`src/rtl/cpu_pkg.sv`:
```
// Shared CPU types: address/instruction widths, reset PC and the fetch queue entry.
// Latency: n/a (types and constants only).
// Backpressure: n/a.
package cpu_pkg;

   localparam int                ADDR_W   = 32;
   localparam int                INSTR_W  = 32;
   localparam logic [ADDR_W-1:0] RESET_PC = '0;

   // One buffered instruction together with the address it was fetched from.
   typedef struct packed {
      logic [INSTR_W-1:0] instr;
      logic [ADDR_W-1:0]  pc;
   } fetch_entry_t;

endpackage

```
`src/rtl/fetch_queue.sv`:
```
// Prefetch FIFO of fetch_entry_t; head entry is visible combinationally.
// Latency: an entry pushed at edge N is at the head in cycle N+1.
// Backpressure: caller must not push while o_full; flush overrides push and pop.
// Ports: i_push/i_push_dat write, i_pop advance head, i_flush empty the queue,
//        o_head_dat head entry, o_full/o_empty/o_count occupancy.
module fetch_queue
   import cpu_pkg::*;
#(
   parameter int DEPTH = 2
) (
   input  logic                   clk,
   input  logic                   reset,
   input  logic                   i_push,
   input  fetch_entry_t           i_push_dat,
   input  logic                   i_pop,
   input  logic                   i_flush,
   output fetch_entry_t           o_head_dat,
   output logic                   o_full,
   output logic                   o_empty,
   output logic [$clog2(DEPTH):0] o_count
);

   localparam int AW = $clog2(DEPTH);

   fetch_entry_t  r_mem [DEPTH];
   logic [AW-1:0] r_wr_ptr;
   logic [AW-1:0] r_rd_ptr;
   logic [AW:0]   r_count;
   logic          w_pop;

   assign o_empty    = (r_count == '0);
   assign o_full     = (r_count == (AW+1)'(DEPTH));
   assign o_count    = r_count;
   assign o_head_dat = r_mem[r_rd_ptr];
   assign w_pop      = i_pop & ~o_empty;

   // DEPTH is a power of two, so the pointers wrap on their own.
   always_ff @(posedge clk) begin
      if (reset || i_flush) begin
         r_wr_ptr <= '0;
         r_rd_ptr <= '0;
         r_count  <= '0;
      end else begin
         if (i_push) r_wr_ptr <= r_wr_ptr + AW'(1);
         if (w_pop)  r_rd_ptr <= r_rd_ptr + AW'(1);
         r_count <= r_count + (AW+1)'(i_push) - (AW+1)'(w_pop);
      end
   end

   // Storage needs no reset: occupancy alone decides what is valid.
   always_ff @(posedge clk) begin
      if (i_push && !i_flush) r_mem[r_wr_ptr] <= i_push_dat;
   end

endmodule

```
`src/rtl/fetch_unit.sv`:
```
// Instruction fetch: PC, imem request/response tracking, prefetch queue, redirect.
// Latency: response captured at edge N -> instr_valid in cycle N+1; 1 instr/cycle sustained.
// Backpressure: requests stop when queue occupancy + in-flight would exceed DEPTH.
// Ports: imem_req_* / imem_addr request side, imem_rsp_* response side,
//        PCSrc/BranchTarget redirect, instr_* / Instr / PCPlus8 to decode.
module fetch_unit
   import cpu_pkg::fetch_entry_t;
#(
   parameter int                ADDR_W   = cpu_pkg::ADDR_W,
   parameter int                INSTR_W  = cpu_pkg::INSTR_W,
   parameter int                DEPTH    = 2,
   parameter logic [ADDR_W-1:0] RESET_PC = cpu_pkg::RESET_PC
) (
   input  logic               clk,
   input  logic               reset,
   output logic               imem_req_valid,
   input  logic               imem_req_ready,
   output logic [ADDR_W-1:0]  imem_addr,
   input  logic               imem_rsp_valid,
   input  logic [INSTR_W-1:0] imem_rsp_data,
   input  logic               PCSrc,
   input  logic [ADDR_W-1:0]  BranchTarget,
   output logic               instr_valid,
   input  logic               instr_ready,
   output logic [INSTR_W-1:0] Instr,
   output logic [ADDR_W-1:0]  instr_pc,
   output logic [ADDR_W-1:0]  PCPlus8
);

   localparam int CW = $clog2(DEPTH) + 1;   // counts 0..DEPTH
   localparam int SW = CW + 1;              // occupancy + outstanding

   logic [ADDR_W-1:0] r_fetch_pc;
   logic [ADDR_W-1:0] r_rsp_pc;             // pc of the next non-stale response
   logic [CW-1:0]     r_outstanding;
   logic [CW-1:0]     r_discard;

   logic              w_fire;
   logic              w_drop;
   logic              w_push;
   logic              w_pop;
   logic              w_space;
   logic              w_full;
   logic              w_empty;
   logic [CW-1:0]     w_count;
   logic [SW-1:0]     w_used;
   logic [CW-1:0]     w_outstanding_nxt;
   logic [ADDR_W-1:0] w_target;
   fetch_entry_t      w_push_dat;
   fetch_entry_t      w_head;

   assign w_target   = {BranchTarget[ADDR_W-1:2], 2'b00};
   assign w_fire     = imem_req_valid & imem_req_ready;
   assign w_drop     = imem_rsp_valid & (r_discard != '0);
   assign w_push     = imem_rsp_valid & ~w_drop & ~w_full;
   assign w_pop      = instr_valid & instr_ready;
   assign w_push_dat = '{instr: imem_rsp_data, pc: r_rsp_pc};

   // A pop this cycle frees a slot by the time a new request can return,
   // which is what lets DEPTH = latency + 1 sustain one instruction per cycle.
   assign w_used  = {1'b0, w_count} + {1'b0, r_outstanding};
   assign w_space = (w_used < SW'(DEPTH)) | (w_pop & (w_used == SW'(DEPTH)));

   assign w_outstanding_nxt = r_outstanding + CW'(w_fire) - CW'(imem_rsp_valid);

   assign imem_req_valid = ~reset & (r_discard == '0) & w_space;
   assign imem_addr      = reset ? RESET_PC : r_fetch_pc;
   assign instr_valid    = ~reset & ~w_empty;
   assign Instr          = instr_valid ? w_head.instr : '0;
   assign instr_pc       = instr_valid ? w_head.pc : RESET_PC;
   assign PCPlus8        = instr_pc + ADDR_W'(8);

   always_ff @(posedge clk) begin
      if (reset) begin
         r_fetch_pc    <= RESET_PC;
         r_rsp_pc      <= RESET_PC;
         r_outstanding <= '0;
         r_discard     <= '0;
      end else begin
         r_outstanding <= w_outstanding_nxt;
         if (PCSrc) begin
            // Everything still in flight after this edge (including a request
            // accepted right now) belongs to the old stream and must be dropped.
            r_fetch_pc <= w_target;
            r_rsp_pc   <= w_target;
            r_discard  <= w_outstanding_nxt;
         end else begin
            if (w_fire) r_fetch_pc <= r_fetch_pc + ADDR_W'(4);
            if (w_push) r_rsp_pc   <= r_rsp_pc + ADDR_W'(4);
            if (w_drop) r_discard  <= r_discard - CW'(1);
         end
      end
   end

   fetch_queue #(
      .DEPTH (DEPTH)
   ) u_queue (
      .clk        (clk),
      .reset      (reset),
      .i_push     (w_push),
      .i_push_dat (w_push_dat),
      .i_pop      (w_pop),
      .i_flush    (PCSrc),
      .o_head_dat (w_head),
      .o_full     (w_full),
      .o_empty    (w_empty),
      .o_count    (w_count)
   );

endmodule
```
`config.mk`:
```
export PLATFORM = sky130hd
export DESIGN_NAME = fetch_unit
export DESIGN_NICKNAME = d
export VERILOG_FILES = /design/src/rtl/cpu_pkg.sv /design/src/rtl/fetch_queue.sv /design/src/rtl/fetch_unit.sv
export SDC_FILE = /design/constraint.sdc
export NUM_CORES = 1
export LEC_CHECK = 0
export BUFFER_PORTS_ARGS = -buffer_cell sky130_fd_sc_hd__buf_2
export CORE_MARGIN = 2
export CORE_UTILIZATION = 51
export DETAILED_ROUTE_END_ITERATION = 6
export PLACE_DENSITY_LB_ADDON = 0.15
export SLEW_MARGIN = 20
export SYNTH_ARGS = -nofsm -noshare
export SYNTH_HDL_FRONTEND = slang
export SYNTH_HIERARCHICAL = 1
export SYNTH_SLANG_ARGS = --single-unit
```
`constraint.sdc`:
```
create_clock -name clk -period 7.8 [get_ports clk]
set_clock_uncertainty 0.05 [all_clocks]
set_input_delay 0.39 -clock clk [delete_from_list [all_inputs] [get_ports clk]]
set_output_delay 0.39 -clock clk [all_outputs]
set_load 0.02 [all_outputs]
```
# --- Word level (Yosys, flattened, before mapping) ---
# Memories as Yosys holds them, arrays and structs flattened. A register that Yosys moved wholly into a read port is not among the register bits.
# Index checks and enable logic that the tools add are counted.
# Widths: inputs -> output; s select.
classes:
  eq_ne: 2
  magnitude_cmp: 1
  n_mux: 13
  bitwise_logic: 15
  reduce_logical: 10
  addsub: 11
op_table:
  columns: ["op", "count"]
  rows:
  - ["$mux 32", 7]
  - ["$add 32x3->32 const B", 2]
  - ["$add 32x4->32 const B", 1]
  - ["$and 1x1->1", 10]
  - ["$reduce_bool 2->1", 4]
  - ["$add 2x1->2", 2]
  - ["$logic_not 2->1", 2]
  - ["$mux 1", 4]
  - ["$mux 2", 2]
  - ["$not 1->1", 4]
  - ["$sub 2x1->2", 2]
  - ["$add 2x2->3", 1]
  - ["$eq 3x2->1 const B", 1]
  - ["$lt 3x2->1 const B", 1]
  - ["$add 1x1->1 const B", 2]
  - ["$eq 2x2->1 const B", 1]
  - ["$reduce_or 2->1", 1]
  - ["$sub 2x1->2 const B", 1]
  - ["$logic_and 1x1->1", 1]
  - ["$logic_not 1->1", 1]
  - ["$logic_or 1x1->1", 1]
  - ["$or 1x1->1", 1]
word_totals:
  n_memories: 1
  reg_bits: 72
  ram_bits: 128
  elab_cells: 62
  output_inout_bits: 130
  inputBits: 70
memory_table:
  columns: ["memory", "words", "width", "rd", "rd_clocked_by_memory_dff", "write_ports", "line", "rtl"]
  rows:
  - ["u_queue.r_mem", 2, 64, 1, 1, 1, "fetch_queue.sv:25", "fetch_entry_t r_mem [DEPTH];"]

# --- Longest topological paths before layout ---
# Gate-level depths: netlist (run 1).
depth:
  ltp_word: 11
  mapped_depth: 14
  depth_no_buf: 12

# --- Modules after synthesis ---
# Netlist (run 1), hierarchy kept.
by_module_without_submodules:
  columns: ["mod", "instances", "seq_area_each_um2", "cells_each", "area_per_inst_um2"]
  rows:
  - ["fetch_queue", 1, 3943.8, 222, 5176.2]
  - ["fetch_unit", 1, 1281.2, 623, 4847.1]

# --- Least setup slack after synthesis (run 1) ---
# No wires, ideal clock.
synth_path:
  kind: "register -> register"
  start: "reg r_discard[0]"
  end: "mem u_queue/r_mem[0][0] (netlist name), enable pin"
  synth_period_minus_slack_ps: 6441
  path_buffers: 1
  arrival_time_ps: 5812
  required_time_ps: 7172
  path_stages_with_launch: 6
  setup_slack_ps: 1359
  setup_time_ps: 578
  cell_sequence: "dfxtp_1 > inv_1 > ha_1 > and3b_1 > clkbuf_1 > nor3b_1"
synth_via:
  elab_chain_cells: 8
synth_lines:
  columns: ["element", "line", "rtl"]
  rows:
  - ["from (decl)", "fetch_unit.sv:36", "logic [CW-1:0] r_discard;"]
  - ["from (signal assigned)", "fetch_unit.sv:86", "r_discard <= w_outstanding_nxt;"]
  - ["from (signal assigned)", "fetch_unit.sv:90", "if (w_drop) r_discard <= r_discard - CW'(1);"]
  - ["$reduce_bool 2->1", "fetch_unit.sv:54", "assign w_drop = imem_rsp_valid & (r_discard != '0);"]
  - ["$and 1x1->1", "fetch_unit.sv:54", null]
  - ["$not 1->1", "fetch_unit.sv:55", "assign w_push = imem_rsp_valid & ~w_drop & ~w_full;"]
  - ["$and 1x1->1 (2 in a row)", "fetch_unit.sv:55", null]
  - ["via w_push", "fetch_unit.sv:40", "logic w_push;"]
  - ["$logic_and 1x1->1", "fetch_queue.sv:52", "if (i_push && !i_flush) r_mem[r_wr_ptr] <= i_push_dat;"]
  - ["$mux 1", "fetch_queue.sv:52", null]
  - ["$mux 1 (implied by the code)", "fetch_queue.sv:52", null]
  - ["to (decl)", "fetch_queue.sv:25", null]
# The timed path passes the listed nets, and every way through them passes these cells.

# --- Worst setup path in the final report (run 1) ---
layout_path:
  start: "reg u_queue.r_count[1] (netlist: u_queue/o_count[1])"
  end: "out PCPlus8[31]"
layout_via:
  elab_chain_cells: 5
layout_lines:
  columns: ["element", "line", "rtl"]
  rows:
  - ["from (decl)", "fetch_queue.sv:28", "logic [AW:0] r_count;"]
  - ["from (signal assigned)", "fetch_queue.sv:46", "r_count <= r_count + (AW+1)'(i_push) - (AW+1)'(w_pop);"]
  - ["$logic_not 2->1", "fetch_queue.sv:31", "assign o_empty = (r_count == '0);"]
  - ["via w_empty", "fetch_unit.sv:44", "logic w_empty;"]
  - ["$not 1->1", "fetch_unit.sv:68", "assign instr_valid = ~reset & ~w_empty;"]
  - ["$and 1x1->1", "fetch_unit.sv:68", null]
  - ["$mux 32", "fetch_unit.sv:70", "assign instr_pc = instr_valid ? w_head.pc : RESET_PC;"]
  - ["$add 32x4->32", "fetch_unit.sv:71", "assign PCPlus8 = instr_pc + ADDR_W'(8);"]
  - ["to (decl)", "fetch_unit.sv:27", "output logic [ADDR_W-1:0] PCPlus8"]
# The timed path passes the listed nets, and every way through them passes these cells.

==> impl_metrics.env, run 1 <==
export IMPL_wl_per_cell_um=16.46
export IMPL_first_pass_iters=4
export IMPL_async_reset_ff_frac=0
export IMPL_crit_arrival_ps=3930
export IMPL_core_um2=19400
export IMPL_synth_cells=845
export IMPL_row_count=51
export IMPL_antenna_found_initial=0
export IMPL_nets=1103
export IMPL_slew_headroom=0.4150
export IMPL_power_total_w=0.002508
export IMPL_critPathLaunchType="flop"
export IMPL_p_leak_nw=4.750
export IMPL_synthTopCellsByArea="edfxtp_1 (38%), dfxtp_1 (14%), mux2_4 (9.0%)"
export IMPL_dp_hpwl_mm=15.07
export IMPL_status="finished, final reports clean"
export IMPL_slew_viol_final=0
export IMPL_cts_tree="yes"
export IMPL_powerDensity_nw_per_um2=214.2
export IMPL_max_cap_violations=0
export IMPL_regToRegSetupSlack_ps=4730
export IMPL_max_vdd_ir_drop_mv=0.1611
export IMPL_hold_class="input port to flop"
export IMPL_hold_slack_ps=96.80
export IMPL_start_util=0.5167
export IMPL_ctsResizeCount=0
export IMPL_min_period_ps=4374
export IMPL_path_clk_slew_ps=70
export IMPL_syn2layout_area_growth_pct=16.80
export IMPL_antennaDiodeCount=0
export IMPL_worst_pin_slew_ps=877.5
export IMPL_place_ws_ps=3814
export IMPL_yosysSeqAreaShare=0.5213
export IMPL_synth_cell_area_um2=10020
export IMPL_overflow=0
export IMPL_grt_pass1_vias=6291
export IMPL_synth_ff_type="edfxtp_1"
export IMPL_synth_commonest_cells="edfxtp_1 (128), dfxtp_1 (69), and2_1 (63)"
export IMPL_grt_max_degree=74
export IMPL_worstSetupPathType="flop to primary output"
export IMPL_setup_slack_ps=3426
export IMPL_yosys_cell_types_count=64
export IMPL_post_route_cells_drive_above_1_share=0.3034
export IMPL_netlist_top_cell_by_area="edfxtp_1"
export IMPL_yosys_area_top_type_share=0.3835
export IMPL_dr_total_vias=6773
export IMPL_final_hold_viol_count=0
export IMPL_post_cts_buffers=0
export IMPL_synth_most_common_cell="edfxtp_1"
export IMPL_crit_path_end_kind="primary output"
export IMPL_grt_usage=0.2050
export IMPL_design_portCount=200
export IMPL_fmax_mhz=228.6
export IMPL_clock_latency_ps=430
export IMPL_cts_buffer_depth=2
export IMPL_drt_wl_total_mm=21.39
export IMPL_finalCritPeriodShare=0.5607
export IMPL_grt_pass1_wl_mm=33.07
export IMPL_yosysWarnings=6
export IMPL_gp_congestion=0.7920
export IMPL_antenna_left=0
export IMPL_die_w_um=144.2
export IMPL_setup_viol=0
export IMPL_drt_iter0_markers=356
export IMPL_ys_ff_latch=197
export IMPL_crit_fanout=13
export IMPL_cts_max_level=4
export IMPL_drcViolationCount=0
export IMPL_rsz0062_at_grt="false"
export IMPL_hold_buffers=0
export IMPL_clock_sinks=197
export IMPL_cts_buffers=17
export IMPL_worstPathRequired_ps=7360
export IMPL_port_buffers=195
export IMPL_rr_worst_depth=10
export IMPL_synth_edf_count=128
export IMPL_postSynthAreaPerCell_um2=11.86
export IMPL_hold_path_depth=1
export IMPL_dieArea_um2=20790
export IMPL_routed_via_density=5.210
export IMPL_tns_ps=0
export IMPL_clockRootBuffer="clkbuf_16"
export IMPL_die_h_um=144.2
export IMPL_n_fill_cell=1707
-- final cells by class --
| type | instances | area, um2 | area share |
|---|---|---|---|
| multi-input combinational | 564 | 4352 | 0.3717 |
| clock buffer | 19 | 432.9 | 0.03698 |
| inverter | 41 | 153.9 | 0.01315 |
| timing repair buffer | 202 | 1028 | 0.08785 |
| tap | 265 | 331.6 | 0.02832 |
| clock inverter | 12 | 180.2 | 0.01539 |
| sequential | 197 | 5229 | 0.4466 |
-- power breakdown --
group	switching, W	internal, W
registers	0.0000471	0.00119
logic	0.000206	0.000148
clock network	0.000377	0.000536
total	0.000630	0.00188
-- metrics by stage --
| stage | cell area (um2) | std cells | util |
|---|---|---|---|
| 2_1_floorplan | 10040 | 850 | - |
| 3_3_place_gp | 11090 | 1269 | 0.5719 |
| 3_5_place_dp | 11090 | 1269 | 0.5719 |
| 4_1_cts | 11710 | 1300 | 0.6035 |
| 5_1_grt | 11710 | 1300 | 0.6035 |
| 6_report | 11710 | 1300 | 0.6035 |
-- worst max-delay path: stages (launching register included) --
cell and delay (ps):
dfxtp_1 400, nor2_1 70, buf_4 160, or2_2 390, inv_1 330, nand2_1 120, inv_1 90, ha_1 210
nand4_1 180, or3b_2 550, nor3_1 490, nand3_1 180, xnor2_1 150, buf_2 180
-- routing by layer --
layer  wire (um)  track usage  vias to the layer above
met5           0            0                        -
met3        1330      0.04139                       13
met1       10070       0.2881                     3203
met4         213      0.06081                        0
met2        9777       0.3233                      209
li1            -            -                     3348
-- cells by family (layout without fill, tap and decap cells) --
group | count (synthesis) | after routing | share of synthesized area
flip-flops | 197 | 197 | 0.5213
adder cells (fa/ha/maj) | 10 | 10 | 0.01323
XOR/XNOR | 84 | 84 | 0.07477
other | 1 | 6 | 0.0003741
multiplexers | 67 | 67 | 0.09761
AO/OA/AOI/OAI | 104 | 104 | 0.07278
buffers and inverters | 89 | 274 | 0.04706
AND/OR/NAND/NOR | 293 | 293 | 0.1729
-- flip-flops by register name, summed over array words and instances, names as in the netlist, named ones only --
name,count
u_queue/r_mem,128
r_fetch_pc,30
r_rsp_pc,30
r_discard,2
r_outstanding,2
u_queue/o_count,2
u_queue/r_rd_ptr,1
u_queue/r_wr_ptr,1
-- cells in the final DEF, fill, tap and decap left out, types with 3 or more instances in the layout --
master / count
buf_2: 195
edfxtp_1: 128
dfxtp_1: 68
and2_1: 63
mux2_4: 60
xnor2_1: 48
inv_1: 39
nand3_1: 35
xor2_1: 35
a21oi_1: 35
nand2_1: 34
nor2b_1: 32
a21boi_0: 32
nor2_1: 30
nand4_1: 21
nor3_1: 19
clkbuf_16: 17
and3_1: 12
nor4_1: 9
ha_1: 9
a211oi_1: 7
buf_4: 7
conb_1: 6
mux2_2: 6
nor3b_1: 5
and4_1: 5
or3_1: 5
a21boi_1: 5
o21bai_1: 5
o21ai_0: 4
nor4_4: 4
bufinv_16: 4
or4_1: 3
clkinv_4: 3
-- final timing paths --
kind,from,endpoint
setup / recovery,u_queue/o_count[1],PCPlus8[31]
hold / removal,imem_rsp_data[7],u_queue/r_mem[1][39]
setup reg to reg,u_queue/o_count[0],r_discard[1]
hold reg to reg,r_rsp_pc[12],u_queue/r_mem[0][12]
Power figures use the tool's default switching activity.
==> run 2, diff against run 1 <==
- clock period: 7.8 -> 4.2 ns (I/O delays scaled with it)
==> run 2 against run 1 <==
  * Register-to-register slack worse by 3500 ps
  * Utilization up 1.9 points
  * Final area up 3.1%
  * Final cell count up 2.7%
  * Worst hold slack worse by 59 ps
  * Sequential power up 85%
  * Flip-flop and latch count unchanged
==> impl_metrics.env, run 2 (synthesis gave the netlist of run 1 again) <==
export IMPL_status="finished, final reports clean"
export IMPL_drt_wl_total_mm=21.74
export IMPL_setup_viol=0
export IMPL_hold_class="input port to flop"
export IMPL_port_buffers=195
export IMPL_reg_top3="u_queue/r_mem x128, r_fetch_pc x30, r_rsp_pc x30"
export IMPL_row_count=51
export IMPL_max_vdd_ir_drop_mv=0.2696
export IMPL_stdcell_area_um2=12070
export IMPL_drcViolationCount=0
export IMPL_crit_chain="nor2_1, or2_2, inv_1, and2_1, ha_1, nand4_1, or3b_2, nor3_2, nand3_1, xnor2_1, buf_2"
export IMPL_largest_register="u_queue/r_mem"
export IMPL_worst_pin_slew_ps=869.5
export IMPL_die_h_um=144.2
export IMPL_p_leak_nw=4.902
export IMPL_grt_usage=0.2080
export IMPL_antenna_left=0
export IMPL_clockRootBuffer="clkbuf_16"
export IMPL_clock_latency_ps=430
export IMPL_post_cts_buffers=0
export IMPL_slew_viol_final=0
export IMPL_path_clk_slew_ps=70
export IMPL_cts_buffers=17
export IMPL_wl_met3_mm=1.239
export IMPL_dieArea_um2=20790
export IMPL_design_portCount=200
export IMPL_final_hold_viol_count=0
export IMPL_grt_pass1_vias=6322
export IMPL_worstSetupPathType="flop to primary output"
export IMPL_tns_ps=0
export IMPL_dp_hpwl_mm=14.96
export IMPL_start_util=0.5167
export IMPL_first_pass_iters=4
export IMPL_drt_iter0_markers=324
export IMPL_layout_common_cells="buf_2 (195), edfxtp_1 (128), dfxtp_1 (68), and2_1 (63), mux2_4 (60)"
export IMPL_post_route_cells_drive_above_1_share=0.2991
export IMPL_slew_headroom=0.4204
export IMPL_crit_slowest_cell="or3b_2"
export IMPL_min_period_ps=3704
export IMPL_crit_arrival_ps=3440
export IMPL_critPathLaunchType="flop"
export IMPL_dr_total_vias=6907
export IMPL_gp_congestion=0.8271
export IMPL_crit_fanout=8
export IMPL_rsz0062_at_grt="false"
export IMPL_cpPeakStageDelay_ps=570
export IMPL_cts_buffer_depth=2
export IMPL_r2r_end="r_discard[1]"
export IMPL_finalCritPeriodShare=0.8819
export IMPL_grt_max_degree=81
export IMPL_fmax_mhz=270.0
export IMPL_clock_sinks=197
export IMPL_core_um2=19400
export IMPL_hp_start="BranchTarget[9]"
export IMPL_final_common_cell="buf_2"
export IMPL_wl_met1_mm=10.43
export IMPL_powerDensity_nw_per_um2=387.1
export IMPL_cts_tree="yes"
export IMPL_largest_reg_flops=128
export IMPL_antennaDiodeCount=0
export IMPL_wl_met2_mm=9.766
export IMPL_crit_path_end_kind="primary output"
export IMPL_max_cap_violations=0
export IMPL_dpl_cell_area_um2=11130
export IMPL_routed_via_density=5.174
export IMPL_hold_path_depth=3
export IMPL_dr_max_layer_used="met4"
export IMPL_overflow=0
export IMPL_cts_max_level=4
export IMPL_worstPathRequired_ps=3940
export IMPL_syn2layout_area_growth_pct=20.45
export IMPL_grt_pass1_wl_mm=33.33
export IMPL_min_to="r_rsp_pc[9]"
export IMPL_antenna_found_initial=0
export IMPL_die_w_um=144.2
export IMPL_rr_worst_depth=10
export IMPL_regToRegSetupSlack_ps=1190
export IMPL_nets=1137
export IMPL_wl_per_cell_um=16.28
export IMPL_r2r_start="u_queue/o_count[0]"
==> run 2: worst max path at each step <==
stage / startpoint / end / cells after the start
2_1_floorplan: r_discard[0] / u_queue/r_mem[0][0] / 5
3_3_place_gp: u_queue/o_count[0] / PCPlus8[31] / 11
3_5_place_dp: u_queue/o_count[1] / PCPlus8[31] / 11
4_1_cts: u_queue/o_count[1] / PCPlus8[31] / 11
5_1_grt: u_queue/o_count[1] / PCPlus8[31] / 12
6_report: u_queue/o_count[0] / PCPlus8[31] / 11
==> run 2: per-stage QoR <==
| stage | power [W] | hold slack, ps | setup slack [ps] | utilization | std cells |
|---|---|---|---|---|---|
| 3_3_place_gp | 0.002992 | 347.8 | 860.5 | 0.5737 | 1271 |
| 3_5_place_dp | 0.003003 | 351.7 | 772.1 | 0.5737 | 1271 |
| 2_1_floorplan | 0.002800 | 229.0 | 41.04 | - | 850 |
| 5_1_grt | 0.004870 | 25.12 | 162.3 | 0.6224 | 1335 |
| 6_report | 0.004674 | 37.54 | 496.0 | 0.6224 | 1335 |
| 4_1_cts | 0.004710 | 13.71 | 303.5 | 0.6221 | 1335 |
==> run 2: power by group <==
part,internal [W],leakage [nW],switching [W]
Sequential,0.00222,1.75,0.0000882
Combinational,0.000296,2.86,0.000384
Clock,0.000953,0.293,0.000737
Total,0.00346,4.90,0.00121
==> run 2: routing by layer <==
| layer | vias up | GRT usage |
|---|---|---|
| met1 | 3237 | 0.2952 |
| met3 | 20 | 0.03841 |
| met4 | 0 | 0.06183 |
| met2 | 229 | 0.3268 |
| li1 | 3421 | - |
| met5 | - | 0 |
==> run 2: final cells by class <==
cell class                 instances  area [um2]
inverter                          41       153.9
sequential                       197        5229
fill                            1613        7326
tap                              265       331.6
clock inverter                    15       193.9
multi-input combinational        564        4363
timing repair buffer             236        1376
clock buffer                      17       425.4
==> run 2: worst max-delay path: cells and delay by family, from the launching register on <==
family                     cells  cell delay (ps)
adders and majority gates      1              210
DFF                            1              400
xor gates and xnor gates       1              140
buffers and inverters          2              310
and+or+nand+nor                7             1950
==> run 2: repair_timing <==
item,4_1_cts,5_1_grt
setup endpoints to repair,0,1
hold endpoints to repair,64,0
hold buffers,32,0
resized for setup,0,1
==> run 3, diff against run 2 <==
- CORE_MARGIN: 2 -> unset
==> run 3 against run 2 <==
  * Wire length rose by 0.34%
  * Via count fell by 0.84%
  * Critical path type unchanged
  * Sequential power barely moved
  * Combinational power barely moved
  * First-iteration DRC count decreased by 1.9%
  * Final cell count fell by 0.37%
  * Worst hold slack worse by 15 ps
  * Die area fell by 2.8%
  * Total power is 1.7% higher
  * Sequential share of layout area is 0.085 points lower
  * Setup slack worse by 190 ps
  * Register-to-register slack about the same
==> impl_metrics.env, run 3 (synthesis gave the netlist of run 1 again) <==
export IMPL_status="finished, final reports clean"
export IMPL_finalCritPeriodShare=0.9278
export IMPL_grt_pass1_vias=6351
export IMPL_n_fill_cell=1510
export IMPL_slew_viol_final=0
export IMPL_start_util=0.5288
export IMPL_antennaDiodeCount=0
export IMPL_regArea_um2=5229
export IMPL_power_internal_w=0.003587
export IMPL_final_common_cell="buf_2"
export IMPL_clock_latency_ps=430
export IMPL_antenna_left=0
export IMPL_drcViolationCount=0
export IMPL_reg_top3="u_queue/r_mem x128, r_fetch_pc x30, r_rsp_pc x30"
export IMPL_dpl_cell_area_um2=11120
export IMPL_design_portCount=200
export IMPL_cts_buffer_depth=2
export IMPL_dp_cells=1266
export IMPL_final_hold_viol_count=0
export IMPL_hold_class="input port to flop"
export IMPL_clock_sinks=197
export IMPL_largest_register="u_queue/r_mem"
export IMPL_r2r_end="r_discard[1]"
export IMPL_crit_fanout=14
export IMPL_antenna_found_initial=0
export IMPL_powerDensity_nw_per_um2=393.0
export IMPL_nets=1137
export IMPL_die_h_um=142.2
export IMPL_wl_per_cell_um=16.40
export IMPL_regToRegSetupSlack_ps=1180
export IMPL_worst_pin_slew_ps=875.7
export IMPL_row_count=50
export IMPL_grt_max_degree=65
export IMPL_cts_buffers=17
export IMPL_pwr_share_comb=0.143
export IMPL_core_um2=18960
export IMPL_syn2layout_area_growth_pct=20.68
export IMPL_p_leak_nw=4.913
export IMPL_p_clk_frac=0.371
export IMPL_hold_path_depth=3
export IMPL_stdcell_area_um2=12100
export IMPL_hold_slack_ps=22.98
export IMPL_post_route_cells_drive_above_1_share=0.2963
export IMPL_overflow=0
export IMPL_critPathLaunchType="flop"
export IMPL_pwr_share_seq=0.485
export IMPL_gp_congestion=0.8165
export IMPL_rsz0062_at_grt="false"
export IMPL_dp_hpwl_mm=15.19
export IMPL_dr_total_vias=6849
export IMPL_layout_common_cells="buf_2 (195), edfxtp_1 (128), dfxtp_1 (68), and2_1 (63), mux2_4 (60)"
export IMPL_crit_path_end_kind="primary output"
export IMPL_rr_worst_depth=10
export IMPL_max_vdd_ir_drop_mv=0.2310
export IMPL_power_total_w=0.004754
export IMPL_die_w_um=142.2
export IMPL_fin_cells=1330
export IMPL_path_clk_slew_ps=70
export IMPL_min_to="r_fetch_pc[31]"
export IMPL_max_cap_violations=0
export IMPL_setup_viol=0
export IMPL_clockRootBuffer="clkbuf_16"
export IMPL_drt_wl_total_mm=21.81
export IMPL_worstSetupPathType="flop to primary output"
export IMPL_cts_max_level=4
export IMPL_r2r_start="u_queue/o_count[0]"
export IMPL_routed_via_density=5.150
export IMPL_min_period_ps=3897
export IMPL_first_pass_iters=4
export IMPL_grt_pass1_wl_mm=33.84
export IMPL_drt_iter0_markers=318
export IMPL_worstPathRequired_ps=3940
export IMPL_cts_tree="yes"
export IMPL_fmax_mhz=256.6
export IMPL_grt_usage=0.2177
export IMPL_dieArea_um2=20220
export IMPL_power_switching_w=0.001166
export IMPL_hp_start="imem_req_ready"
export IMPL_slew_headroom=0.4108
export IMPL_swShare=0.2454
export IMPL_port_buffers=195
export IMPL_largest_reg_flops=128
export IMPL_crit_arrival_ps=3640
export IMPL_multiInputGateArea_um2=4363
export IMPL_tns_ps=0
==> run 3: cell types whose count changed in the layout (fill, tap and decap cells not counted), sizes merged <==
| cell | delta |
|---|---|
| inv | -5 |
| bufinv | +2 |
| clkbuf | +3 |
==> run 3: through the flow <==
step / util / setup slack [ps]
2_1_floorplan: - / 41.04
3_3_place_gp: 0.5867 / 656.7
3_5_place_dp: 0.5867 / 547.8
4_1_cts: 0.6379 / 69.27
5_1_grt: 0.6382 / 33.21
6_report: 0.6382 / 303.3
==> run 3: repair_timing <==
action / CTS / global route
resized for setup: 0 / 1
hold buffers: 32 / 0
buffers inserted: 0 / 0
endpoints found under the setup margin: 0 / 4
endpoints found under the hold margin: 64 / 0
==> run 3: cell type report <==
class / instances / area share
Tap cell: 260 / 0.02689
Multi-Input combinational cell: 564 / 0.3607
Sequential cell: 197 / 0.4323
Clock inverter: 12 / 0.01676
Clock buffer: 20 / 0.03693
Inverter: 41 / 0.01272
Timing Repair Buffer: 236 / 0.1138
==> run 3: per-layer routing <==
layer | vias to the layer above | track usage | routed length (um)
li1 | 3427 | - | -
met1 | 3189 | 0.3100 | 10490
met2 | 214 | 0.3413 | 9909
met3 | 19 | 0.03903 | 1131
met4 | 0 | 0.05829 | 274
met5 | - | 0 | 0
==> run 3: worst max-delay path by stage <==
stage / from / end / slack [ps]
2_1_floorplan: r_discard[0] / u_queue/r_mem[0][0] / 40
3_3_place_gp: u_queue/o_count[1] / PCPlus8[31] / 660
3_5_place_dp: u_queue/o_count[0] / PCPlus8[31] / 550
4_1_cts: u_queue/o_count[1] / PCPlus8[31] / 70
5_1_grt: u_queue/o_count[0] / PCPlus8[31] / 30
6_report: u_queue/o_count[0] / PCPlus8[31] / 300
==> run 3: worst max-delay path: stages (launching register included) <==
cell and delay [ps]:
dfxtp_1 410, nor2_1 170, or2_2 420, inv_1 120, buf_4 190, nand2_1 80, inv_1 70, ha_1 210
nand4_1 180, or3b_2 580, nor3_2 320, nand3_1 150, xnor2_1 140, buf_2 170
==> run 3: power groups by stage <==
stage	sequential [W]	clock, W	combinational (W)
global route	0.00232	0.00188	0.000747
detailed placement	0.00235	0	0.000659
floorplan	0.00232	0	0.000476
global placement	0.00234	0	0.000650
CTS	0.00231	0.00179	0.000686
finish	0.00231	0.00176	0.000682
